<file path="src/rtl/s2mm_burst_arbiter.sv">
// s2mm_burst_arbiter
//   Shares one AXI4 write port between two AXI-Stream capture channels.
//   Bursts are granted round-robin; each burst is a fixed-length INCR burst
//   starting at the granted channel's buffer-manager address, and the granted
//   stream is passed straight through onto the W channel.
//
// Ports
//   aclk, areset            clock, synchronous active-high reset
//   s{0,1}_axis_*           capture streams (tdata/tvalid in, tready out)
//   s{0,1}_address          current write address from each buffer manager
//   s{0,1}_writing          one-cycle strobe per beat stored for that channel
//   m_axi_aw*/w*/b*         AXI4 write-only master port
//   grant                   channel owning the current or most recent burst
//   error                   sticky per-channel bad-BRESP flags
//
// Build option
//   S2MM_BURST_ARBITER_BRESP_CHECK_EN : when defined, a non-OKAY BRESP sets
//   error[grant] until reset; when undefined, bresp is ignored and error=0.
module s2mm_burst_arbiter #(
    parameter int MM_ADDR_WIDTH = 32,
    parameter int DATA_WIDTH    = 32,
    parameter int LOG_BURST_LEN = 4
) (
    input  logic                     aclk,
    input  logic                     areset,
    input  logic [DATA_WIDTH-1:0]    s0_axis_tdata,
    input  logic                     s0_axis_tvalid,
    output logic                     s0_axis_tready,
    input  logic [MM_ADDR_WIDTH-1:0] s0_address,
    output logic                     s0_writing,
    input  logic [DATA_WIDTH-1:0]    s1_axis_tdata,
    input  logic                     s1_axis_tvalid,
    output logic                     s1_axis_tready,
    input  logic [MM_ADDR_WIDTH-1:0] s1_address,
    output logic                     s1_writing,
    output logic [MM_ADDR_WIDTH-1:0] m_axi_awaddr,
    output logic [7:0]               m_axi_awlen,
    output logic [2:0]               m_axi_awsize,
    output logic [1:0]               m_axi_awburst,
    output logic                     m_axi_awvalid,
    input  logic                     m_axi_awready,
    output logic [DATA_WIDTH-1:0]    m_axi_wdata,
    output logic [DATA_WIDTH/8-1:0]  m_axi_wstrb,
    output logic                     m_axi_wlast,
    output logic                     m_axi_wvalid,
    input  logic                     m_axi_wready,
    input  logic [1:0]               m_axi_bresp,
    input  logic                     m_axi_bvalid,
    output logic                     m_axi_bready,
    output logic                     grant,
    output logic [1:0]               error
);

    localparam int BURST_LEN = 1 << LOG_BURST_LEN;
    localparam int CNT_W     = (LOG_BURST_LEN > 0) ? LOG_BURST_LEN : 1;
    localparam logic [CNT_W-1:0] LAST_BEAT = CNT_W'(BURST_LEN - 1);

    typedef enum logic [1:0] {
        ST_IDLE,
        ST_ADDR,
        ST_DATA,
        ST_RESP
    } state_e;

    state_e                   state_q, state_d;
    logic                     grant_q, grant_d;
    logic                     rr_q, rr_d;
    logic [MM_ADDR_WIDTH-1:0] awaddr_q, awaddr_d;
    logic                     awvalid_q, awvalid_d;
    logic [CNT_W-1:0]         beat_q, beat_d;

    logic                     in_data;
    logic                     sel_tvalid;
    logic                     w_hs;
    logic                     pick;

    always_comb begin
        in_data    = (state_q == ST_DATA);
        sel_tvalid = grant_q ? s1_axis_tvalid : s0_axis_tvalid;
        w_hs       = in_data && sel_tvalid && m_axi_wready;
        // Both requesting: the pointer decides; otherwise whichever requests.
        pick       = (s0_axis_tvalid && s1_axis_tvalid) ? rr_q : s1_axis_tvalid;

        state_d   = state_q;
        grant_d   = grant_q;
        rr_d      = rr_q;
        awaddr_d  = awaddr_q;
        awvalid_d = awvalid_q;
        beat_d    = beat_q;

        case (state_q)
            ST_IDLE: begin
                if (s0_axis_tvalid || s1_axis_tvalid) begin
                    grant_d   = pick;
                    awaddr_d  = pick ? s1_address : s0_address;
                    awvalid_d = 1'b1;
                    state_d   = ST_ADDR;
                end
            end
            ST_ADDR: begin
                if (m_axi_awready) begin
                    awvalid_d = 1'b0;
                    beat_d    = '0;
                    state_d   = ST_DATA;
                end
            end
            ST_DATA: begin
                if (w_hs) begin
                    beat_d = beat_q + CNT_W'(1);
                    if (beat_q == LAST_BEAT) begin
                        state_d = ST_RESP;
                    end
                end
            end
            ST_RESP: begin
                if (m_axi_bvalid) begin
                    rr_d    = ~rr_q;
                    state_d = ST_IDLE;
                end
            end
            default: state_d = ST_IDLE;
        endcase
    end

    always_ff @(posedge aclk) begin
        if (areset) begin
            state_q   <= ST_IDLE;
            grant_q   <= 1'b0;
            rr_q      <= 1'b0;
            awaddr_q  <= '0;
            awvalid_q <= 1'b0;
            beat_q    <= '0;
        end else begin
            state_q   <= state_d;
            grant_q   <= grant_d;
            rr_q      <= rr_d;
            awaddr_q  <= awaddr_d;
            awvalid_q <= awvalid_d;
            beat_q    <= beat_d;
        end
    end

`ifdef S2MM_BURST_ARBITER_BRESP_CHECK_EN
    logic [1:0] error_q, error_d;

    always_comb begin
        error_d = error_q;
        if ((state_q == ST_RESP) && m_axi_bvalid && (m_axi_bresp != 2'b00)) begin
            error_d[grant_q] = 1'b1;
        end
    end

    always_ff @(posedge aclk) begin
        if (areset) begin
            error_q <= '0;
        end else begin
            error_q <= error_d;
        end
    end

    always_comb error = error_q;
`else
    logic unused_bresp;

    always_comb begin
        unused_bresp = ^m_axi_bresp;
        error        = '0;
    end
`endif

    // W channel and stream readies are pure pass-through of the granted
    // channel, gated to the DATA state so nothing leaks between bursts.
    always_comb begin
        m_axi_awaddr   = awaddr_q;
        m_axi_awvalid  = awvalid_q;
        m_axi_awlen    = 8'(BURST_LEN - 1);
        m_axi_awsize   = 3'($clog2(DATA_WIDTH / 8));
        m_axi_awburst  = 2'b01;
        m_axi_wdata    = grant_q ? s1_axis_tdata : s0_axis_tdata;
        m_axi_wstrb    = '1;
        m_axi_wvalid   = in_data && sel_tvalid;
        m_axi_wlast    = in_data && (beat_q == LAST_BEAT);
        m_axi_bready   = (state_q == ST_RESP);
        s0_axis_tready = in_data && !grant_q && m_axi_wready;
        s1_axis_tready = in_data &&  grant_q && m_axi_wready;
        s0_writing     = w_hs && !grant_q;
        s1_writing     = w_hs &&  grant_q;
        grant          = grant_q;
    end

endmodule

</file>
<file path="config.mk">
export PLATFORM = sky130hd
export DESIGN_NAME = s2mm_burst_arbiter
export DESIGN_NICKNAME = d
export VERILOG_FILES = /design/src/rtl/s2mm_burst_arbiter.sv
export SDC_FILE = /design/constraint.sdc
export NUM_CORES = 1
export LEC_CHECK = 0
export CAP_MARGIN = 20
export CELL_PAD_IN_SITES_DETAIL_PLACEMENT = 0
export CELL_PAD_IN_SITES_GLOBAL_PLACEMENT = 2
export CORE_MARGIN = 2
export CORE_UTILIZATION = 16
export DETAILED_ROUTE_END_ITERATION = 8
export MAX_ROUTING_LAYER = met4
export PLACE_DENSITY = 0.88
export SLEW_MARGIN = 10
export SYNTH_ARGS = -nofsm -noshare
export SYNTH_HDL_FRONTEND = slang
export SYNTH_SLANG_ARGS = --single-unit
</file>
<file path="constraint.sdc">
create_clock -name aclk -period 1.8 [get_ports aclk]
set_input_delay 0.27 -clock aclk [delete_from_list [all_inputs] [get_ports aclk]]
set_output_delay 0.27 -clock aclk [all_outputs]
set_load 0.01 [all_outputs]
</file>
# Word level (Yosys, flattened, before mapping)
# Index checks and enable logic that the tools add are counted.
[classes]
n_addsub = 1
n_eq_ne = 9
mux = 16
n_bitwise = 1
reduce_logical = 20
[op_table]
columns = ["operator", "count"]
rows = [
  ["2-to-1 mux 32 bit", 2],
  ["logical AND 1 bit", 10],
  ["2-to-1 mux 2 bit", 5],
  ["2-to-1 mux 4 bit", 2],
  ["case mux 2 bit (4 select lines)", 1],
  ["case mux 4 bit (2 select lines)", 1],
  ["inequality test 2 bit (second input constant)", 3],
  ["AND reduction 3 bit", 2],
  ["AND reduction 5 bit", 1],
  ["adder 4 x 1 -> 4 bit (second input constant)", 1],
  ["== test 2 bit (second input constant)", 2],
  ["== test 4 bit (second input constant)", 1],
  ["2-to-1 mux 1 bit", 4],
  ["inequality test 2 x 1 -> 1 bit (second input constant)", 2],
  ["AND reduction 2 bit", 2],
  ["nonzero test 2 bit", 2],
  ["== test 2 x 1 -> 1 bit (second input constant)", 1],
  ["zero test 2 bit", 1],
  ["case mux 1 bit (2 select lines)", 1],
  ["zero test 1 bit", 1],
  ["logical OR 1 bit", 1],
  ["NOT 1 bit", 1],
]
[totals]
reg_bits = 41
input_bits = 137
out_inout_bits = 92
elab_cells = 53

# Logic depth before layout (Yosys ltp)
# Gate-level depths: netlist of run 1.
[depth]
word_depth = 5
ltp_mapped = 7
ltp_nobuf = 6

# Worst setup path after synthesis of run 1
# OpenSTA, ideal clock, no wires.
[synth_timing]
kind = "register to output"
from = "reg grant_q, in the netlist grant"
to = "out m_axi_wdata[10]"
arrival_ns = 1.359
required_time_ns = 1.530
path_slack_ns = 0.171
path_stages_with_launch = 4
n_path_buf = 2
cell_sequence = "dfxtp_1 buf_1 buf_2 mux2_2"
[synth_via]
elab_chain_len = 1
[synth_rtl]
columns = ["element", "line", "rtl"]
rows = [
  ["from (decl)", "66", "logic grant_q, grant_d;"],
  ["from (signal assigned)", "135", "grant_q <= grant_d;"],
  ["2-to-1 mux 32 bit", "179", "m_axi_wdata = grant_q ? s1_axis_tdata : s0_axis_tdata;"],
  ["to (decl)", "42", "output logic [DATA_WIDTH-1:0] m_axi_wdata,"],
]
# No other way between the ends.

# Worst setup path in the final report of run 1
[layout_timing]
from = "reg grant_q, in the netlist grant"
to = "out m_axi_wdata[1]"
# Same word-level chain as after synthesis.

==> reports/qor.csv, run 1 <==
stage,metric,value,unit
synth,yosys.area.top_type,dfxtp_1,
timing,finalCritPeriodShare,97.34,%
grt,grt_util_all_layers,10.72,%
setup_path,path_class,reg2out,
min_path,hp-class,in2reg,
timing,fmaxAchievable,570.7,MHz
cts,post_cts_buffers,0,
die,pin_count,229,
place,dpl_worst_slack,-0.1596,ns
setup_path,crit_fanout,7,
place,gp_congestion,0.6952,
cts,ctsHtreeMaxLevel,2,
synth,yosysTopAreaCellShare,32.41,%
setup_path,crit_chain,clkbuf_16 > mux2_2 > dlygate4sd2_1,
pwr,p_switching,1.848,mW
synth,synth_area,2532,um^2
finish,antennaDiodeCount,0,
die,die_area,16850,um^2
pwr,pwr-share-comb,56.2,%
die,start_util,16.54,%
grt,antenna_found_initial,0,
finish,stdcell_area,5087,um^2
timing,clock_skew,0.006650,ns
route,routedWlPerCell,13.37,um
setup_path,crit_family,buffers and inverters,
pwr,p_per_area,1025,nW/um^2
pwr,p_total,5.216,mW
grt,grt_pass1_wl,13610,um
finish,area_growth,100.9,%
grt,grt_start_max_net_pins,42,
route,drtAntennaViolNets,0,
timing,hold_ws,0.4066,ns
setup_path,startpoint_type,flop,
finish,fillers,1572,
pwr,power.internal,3.368,mW
pwr,swShare,35.43,%
cts,path_clk_slew,0.06,ns
setup_path,cp-end-kind,output port,
synth,ys_types,36,
timing,setup_viol,0,
timing,tns,0,ns
pwr,power.share.sequential,26.8,%
setup_path,cp.required,1.53,ns
cts,root_buffer,clkbuf_16,
setup_path,arrival,1.48,ns
cts,clkSinkCount,41,
cts,cts.path.max_buffers,2,
die,core_area,15310,um^2
finish,stdcell_count,695,
pwr,power.share.clock,17.0,%
place,dp.cells,686,
route,drc,0,
route,routed_via_density,3.918,
die,row_count,45,
die,die_x,129.8,um
place,dp_hpwl,7426,um
setup_path,cp_slowest_cell,dfxtp_4,
grt,gr-total-overflow,0,
route,routed_wl,9295,um
route,drt_iter0_drc,52,
route,first_pass_iters,4,
job,maxCapViolations,0,
timing,maxSlewViolCount,0,
synth,ys_ff_latch,41,
die,fp.dieH,129.8,um
timing,min_period,1.752,ns
synth,seq_area_frac_synth,32.41,%
setup_path,cpPeakStageDelay,0.42,ns
grt,grt_pass1_vias,2689,
place,io_buffers,207,
cts,cts_tree,built,
status,status,"finished, final reports clean",
timing,worst_slack,0.04783,ns
finish,fin_nets,627,
synth,syn_inst,270,
timing,hold_viol_final,0,
cts,cts_buffers,5,
finish,drive_gt1_share,14.46,%
finish,fin_util,33.22,%
synth,syn_avg_cell_area,9.379,um^2
timing,rsz0062_at_grt,true,
route,vias,2723,
place,placed_area,4905,um^2
setup_path,worst-path-buf-inv,2,
cts,insertion_delay,0.29,ns
synth,yosysWarnings,0,
pwr,leakage,2.099,nW
cts,cts_hold_buf,0,
synth,synth_area_leaders,"dfxtp_1 32%, mux2_2 14%, mux2i_1 13%",
pwr,ir_worst_vdd,361.0,uV
registers in the layout, indices dropped and copies added, names as in the netlist:
register and cells:
beat_q 4, grant 1, state_q 2, m_axi_awvalid 1, rr_q 1, m_axi_awaddr 32
placed cells by master, fill, tap and decap left out, types with 2 or more instances in the layout:
| master | n |
|---|---|
| conb_1 | 19 |
| mux2i_1 | 32 |
| ha_1 | 5 |
| o21ai_0 | 5 |
| a21oi_1 | 5 |
| clkbuf_2 | 2 |
| nor2b_1 | 3 |
| nor2_1 | 36 |
| buf_4 | 12 |
| nand2b_1 | 4 |
| buf_12 | 6 |
| clkdlybuf4s15_1 | 20 |
| nand2_1 | 4 |
| mux2_2 | 32 |
| a211oi_1 | 35 |
| clkdlybuf4s50_1 | 167 |
| dfxtp_1 | 40 |
| clkbuf_16 | 6 |
| nand3_1 | 2 |
| dlygate4sd2_1 | 16 |
| inv_1 | 5 |
logic make-up after synthesis:
| kind of cell | synth area share, % |
|---|---|
| and+or+nand+nor | 10.47 |
| muxes | 27.42 |
| adders and majority gates | 2.964 |
| AOI/OAI and AO/OA | 15.27 |
| xor gates and xnor gates | 0.3459 |
| buffers and inverters | 10.82 |
| DFF | 32.41 |
| other | 0.2966 |
worst min-delay path, cell delays in order:
cell,delay [ns]
buf_2,0.09
nand2b_1,0.09
or4_4,0.13
o32ai_1,0.07
metal layers:
layer | share of wire [%] | GRT usage, % | routed length, um
met1 | 41 | 12.27 | 3775
met4 | 1.3 | 3.163 | 118
met5 | 0 | - | 0
met2 | 53 | 18.32 | 4937
met3 | 5.0 | 2.952 | 464
synthesized netlist by cell type:
library cell,n
xor2_1,1
a21oi_1,5
clkbuf_1,6
and4_1,1
buf_2,6
conb_1,2
o21a_1,1
mux2_2,32
mux2i_1,32
buf_4,19
o21ai_0,5
or3_1,1
o211ai_1,1
nor2_1,36
a21o_1,1
a211oi_1,35
nor3b_1,1
nand4_1,1
a221oi_1,1
nand2b_1,4
mux2i_2,1
buf_8,3
o21bai_1,1
dfxtp_1,41
ha_1,6
o32ai_1,2
buf_1,4
inv_1,5
nand2_1,5
o21ai_2,1
nor3_1,1
and3_1,1
nor2b_1,4
or4_4,1
o311ai_0,1
nand3_1,2
path summary, 6_finish.rpt:
check / from / endpoint / slack (ns) / cells past startpoint
max: grant / m_axi_wdata[1] / 0.05 / 3
min: areset / beat_q[2] / 0.41 / 4
max reg2reg: grant / beat_q[3] / 0.09 / 5
min reg2reg: m_axi_awvalid / m_axi_awvalid / 0.48 / 2
area by class of cell:
| cell class | instances | area (um^2) | area share (%) |
|---|---|---|---|
| Clock inverter | 1 | 8.758 | 0.1722 |
| Sequential cell | 41 | 824.5 | 16.21 |
| Tap cell | 211 | 264.0 | 5.189 |
| Timing Repair Buffer | 228 | 2313 | 45.47 |
| Multi-Input combinational cell | 203 | 1529 | 30.05 |
| Inverter | 5 | 18.77 | 0.3689 |
| Clock buffer | 6 | 128.9 | 2.533 |
repair_timing:
action	CTS	global route
setup endpoints to repair	38	11
hold endpoints to repair	0	0
pin swaps	0	0
resized for setup	43	28
gates cloned	1	1
power groups by stage:
stage | registers [mW] | logic, mW | clock network, mW
final | 1.40 | 2.93 | 0.885
after detailed placement | 1.41 | 2.99 | 0
after floorplan | 1.53 | 1.26 | 0
after global placement | 1.40 | 2.95 | 0
after CTS | 1.41 | 2.95 | 0.941
after global routing | 1.45 | 3.20 | 0.973
Power figures use the tool's default switching activity.
==> run 2, diff against run 1 <==
--- a/config.mk
+++ b/config.mk
@@ -5,7 +5,7 @@
 export SDC_FILE = /design/constraint.sdc
 export NUM_CORES = 1
 export LEC_CHECK = 0
-export CAP_MARGIN = 20
+export CAP_MARGIN = 10
 export CELL_PAD_IN_SITES_DETAIL_PLACEMENT = 0
 export CELL_PAD_IN_SITES_GLOBAL_PLACEMENT = 2
 export CORE_MARGIN = 2
==> results of run 2 <==
No change in the layout: final DEF, timing and power equal those of run 1.
==> run 3, diff against run 2 <==
--- a/config.mk
+++ b/config.mk
@@ -8,12 +8,11 @@
 export CAP_MARGIN = 10
 export CELL_PAD_IN_SITES_DETAIL_PLACEMENT = 0
 export CELL_PAD_IN_SITES_GLOBAL_PLACEMENT = 2
-export CORE_MARGIN = 2
+export CORE_MARGIN = 1
 export CORE_UTILIZATION = 16
 export DETAILED_ROUTE_END_ITERATION = 8
 export MAX_ROUTING_LAYER = met4
 export PLACE_DENSITY = 0.88
-export SLEW_MARGIN = 10
 export SYNTH_ARGS = -nofsm -noshare
 export SYNTH_HDL_FRONTEND = slang
 export SYNTH_SLANG_ARGS = --single-unit
==> run 3 against run 2 <==
Effect of this change:
- critical path depth rose by 2
- wire length is 7.1% lower
- global-route usage decreased by 0.29 points
- combinational power down 3%
- critical path type is now reg2reg
- cell area is 0.54% lower
- clock power increased by 22%
- maximum frequency is 1.0% higher
- largest cell class unchanged
==> reports/qor.csv, run 3 (synthesis gave the netlist of run 1 again) <==
stage,metric,value,unit
pwr,p_total,5.309,mW
timing,tns,0,ns
min_path,hp-class,in2reg,
die,pin_count,229,
setup_path,reg2reg_to,beat_q[3],
timing,maxSlewViolCount,0,
finish,fin_nets,626,
place,io_buffers,207,
route,first_pass_iters,4,
setup_path,endpoint,beat_q[3],
setup_path,reg2regPathDepth,5,
timing,worst_slack,0.06563,ns
timing,min_period,1.734,ns
finish,mostFrequentLayoutCells,"166 x clkdlybuf4s50_1, 40 x dfxtp_1, 36 x nor2_1",
setup_path,cp_slowest_cell,or4_4,
route,routedWlPerCell,12.42,um
grt,grt_pass1_wl,12910,um
setup_path,r2r_start,grant,
die,core_area,15310,um^2
pwr,ir_worst_vdd,545.7,uV
place,gp_congestion,0.7280,
setup_path,crit_fanout,11,
cts,cts_buffers,5,
timing,fmaxAchievable,576.6,MHz
setup_path,path_depth,5,
route,routed_via_density,3.816,
setup_path,rrSetupSlack,0.07,ns
setup_path,startpoint_type,flop,
route,drtAntennaViolNets,0,
grt,gr-total-overflow,0,
cts,root_buffer,clkbuf_16,
route,routed_wl,8634,um
setup_path,worst-path-buf-inv,2,
route,drt_iter0_drc,56,
job,maxCapViolations,0,
finish,area_growth,99.80,%
place,dp_hpwl,6841,um
finish,drive_gt1_share,17.77,%
place,dpl_worst_slack,-0.1781,ns
finish,fin_util,33.04,%
timing,rsz0062_at_grt,false,
setup_path,arrival,1.94,ns
die,die_area,16340,um^2
timing,finalCritPeriodShare,96.35,%
pwr,p_per_area,1049,nW/um^2
setup_path,crit_chain,buf_8 > mux2i_4 > buf_6 > or4_4 > o32ai_2,
die,fp.dieH,127.8,um
timing,hold_viol_final,0,
die,die_x,127.8,um
pwr,leakage,2.126,nW
setup_path,path_class,reg2reg,
finish,layout_commonest_cell,clkdlybuf4s50_1,
grt,antenna_found_initial,0,
grt,grt_pass1_vias,2644,
place,placed_area,4897,um^2
setup_path,cp.required,2.00,ns
grt,grt_util_all_layers,10.43,%
timing,setup_viol,0,
cts,clkSinkCount,41,
grt,grt_start_max_net_pins,42,
cts,cts.path.max_buffers,2,
die,row_count,45,
status,status,"finished, final reports clean",
setup_path,cp-end-kind,flop,
finish,stdcell_area,5060,um^2
setup_path,critPathLaunch,grant,
route,vias,2652,
cts,path_clk_slew,0.06,ns
setup_path,cpPeakStageDelay,0.55,ns
timing,clock_skew,0.002578,ns
cts,ctsHtreeMaxLevel,2,
cts,cts_tree,built,
finish,antennaDiodeCount,0,
cts,insertion_delay,0.29,ns
route,drc,0,
setup_path,crit_family,simple AND/OR/NAND/NOR gates,
finish,largest_reg_flops,32,
die,start_util,16.54,%
run 3: layer usage:
| layer | GRT usage, % | part of all wire (%) | vias up | routed length [um] |
|---|---|---|---|---|
| met5 | - | 0 | - | 0 |
| li1 | - | - | 1359 | - |
| met4 | 3.183 | 1.2 | 0 | 107 |
| met3 | 2.588 | 4.8 | 9 | 412 |
| met2 | 18.35 | 52 | 93 | 4493 |
| met1 | 11.58 | 42 | 1191 | 3620 |
run 3: how the worst min path moves through the flow:
| stage | slack [ns] | cells past startpoint | startpoint | endpoint |
|---|---|---|---|---|
| after global routing | 0.44 | 4 | areset | beat_q[2] |
| after floorplan | 0.44 | 2 | s1_axis_tvalid | grant |
| after CTS | 0.38 | 4 | areset | beat_q[3] |
| final | 0.41 | 4 | areset | beat_q[2] |
| after detailed placement | 0.48 | 2 | m_axi_awvalid | m_axi_awvalid |
| after global placement | 0.46 | 2 | m_axi_awvalid | m_axi_awvalid |
run 3: metrics by stage:
step	instances	hold WS [ns]
5_1_grt	695	0.4422
4_1_cts	696	0.3838
2_1_floorplan	287	0.4383
3_5_place_dp	685	0.4812
3_3_place_gp	685	0.4629
6_report	695	0.4097
run 3: layout make-up:
cell class | count | area [um^2]
timing repair buffer | 227 | 2221
tap | 211 | 264.0
clock inverter | 2 | 37.54
inverter | 5 | 18.77
fill | 1589 | 10250
multi-input combinational | 203 | 1555
clock buffer | 6 | 138.9
sequential | 41 | 824.5
run 3: power by group:
part / total (mW) / internal [mW] / switching [mW]
logic: 2.84 / 1.58 / 1.26
registers: 1.39 / 1.22 / 0.168
clock network: 1.08 / 0.693 / 0.387
run 3: worst reg2reg max path: stages, from the launching register on:
cell	delay, ns
dfxtp_4	0.36
buf_8	0.15
mux2i_4	0.20
buf_6	0.13
or4_4	0.55
o32ai_2	0.25
run 3: timing repair:
action                     4_1_cts  5_1_grt
cloned                           1        0
hold buffers                     0        0
pin swaps                        1        2
resized for setup               61       23
setup buffers                    2        0
setup endpoints to repair       39       27
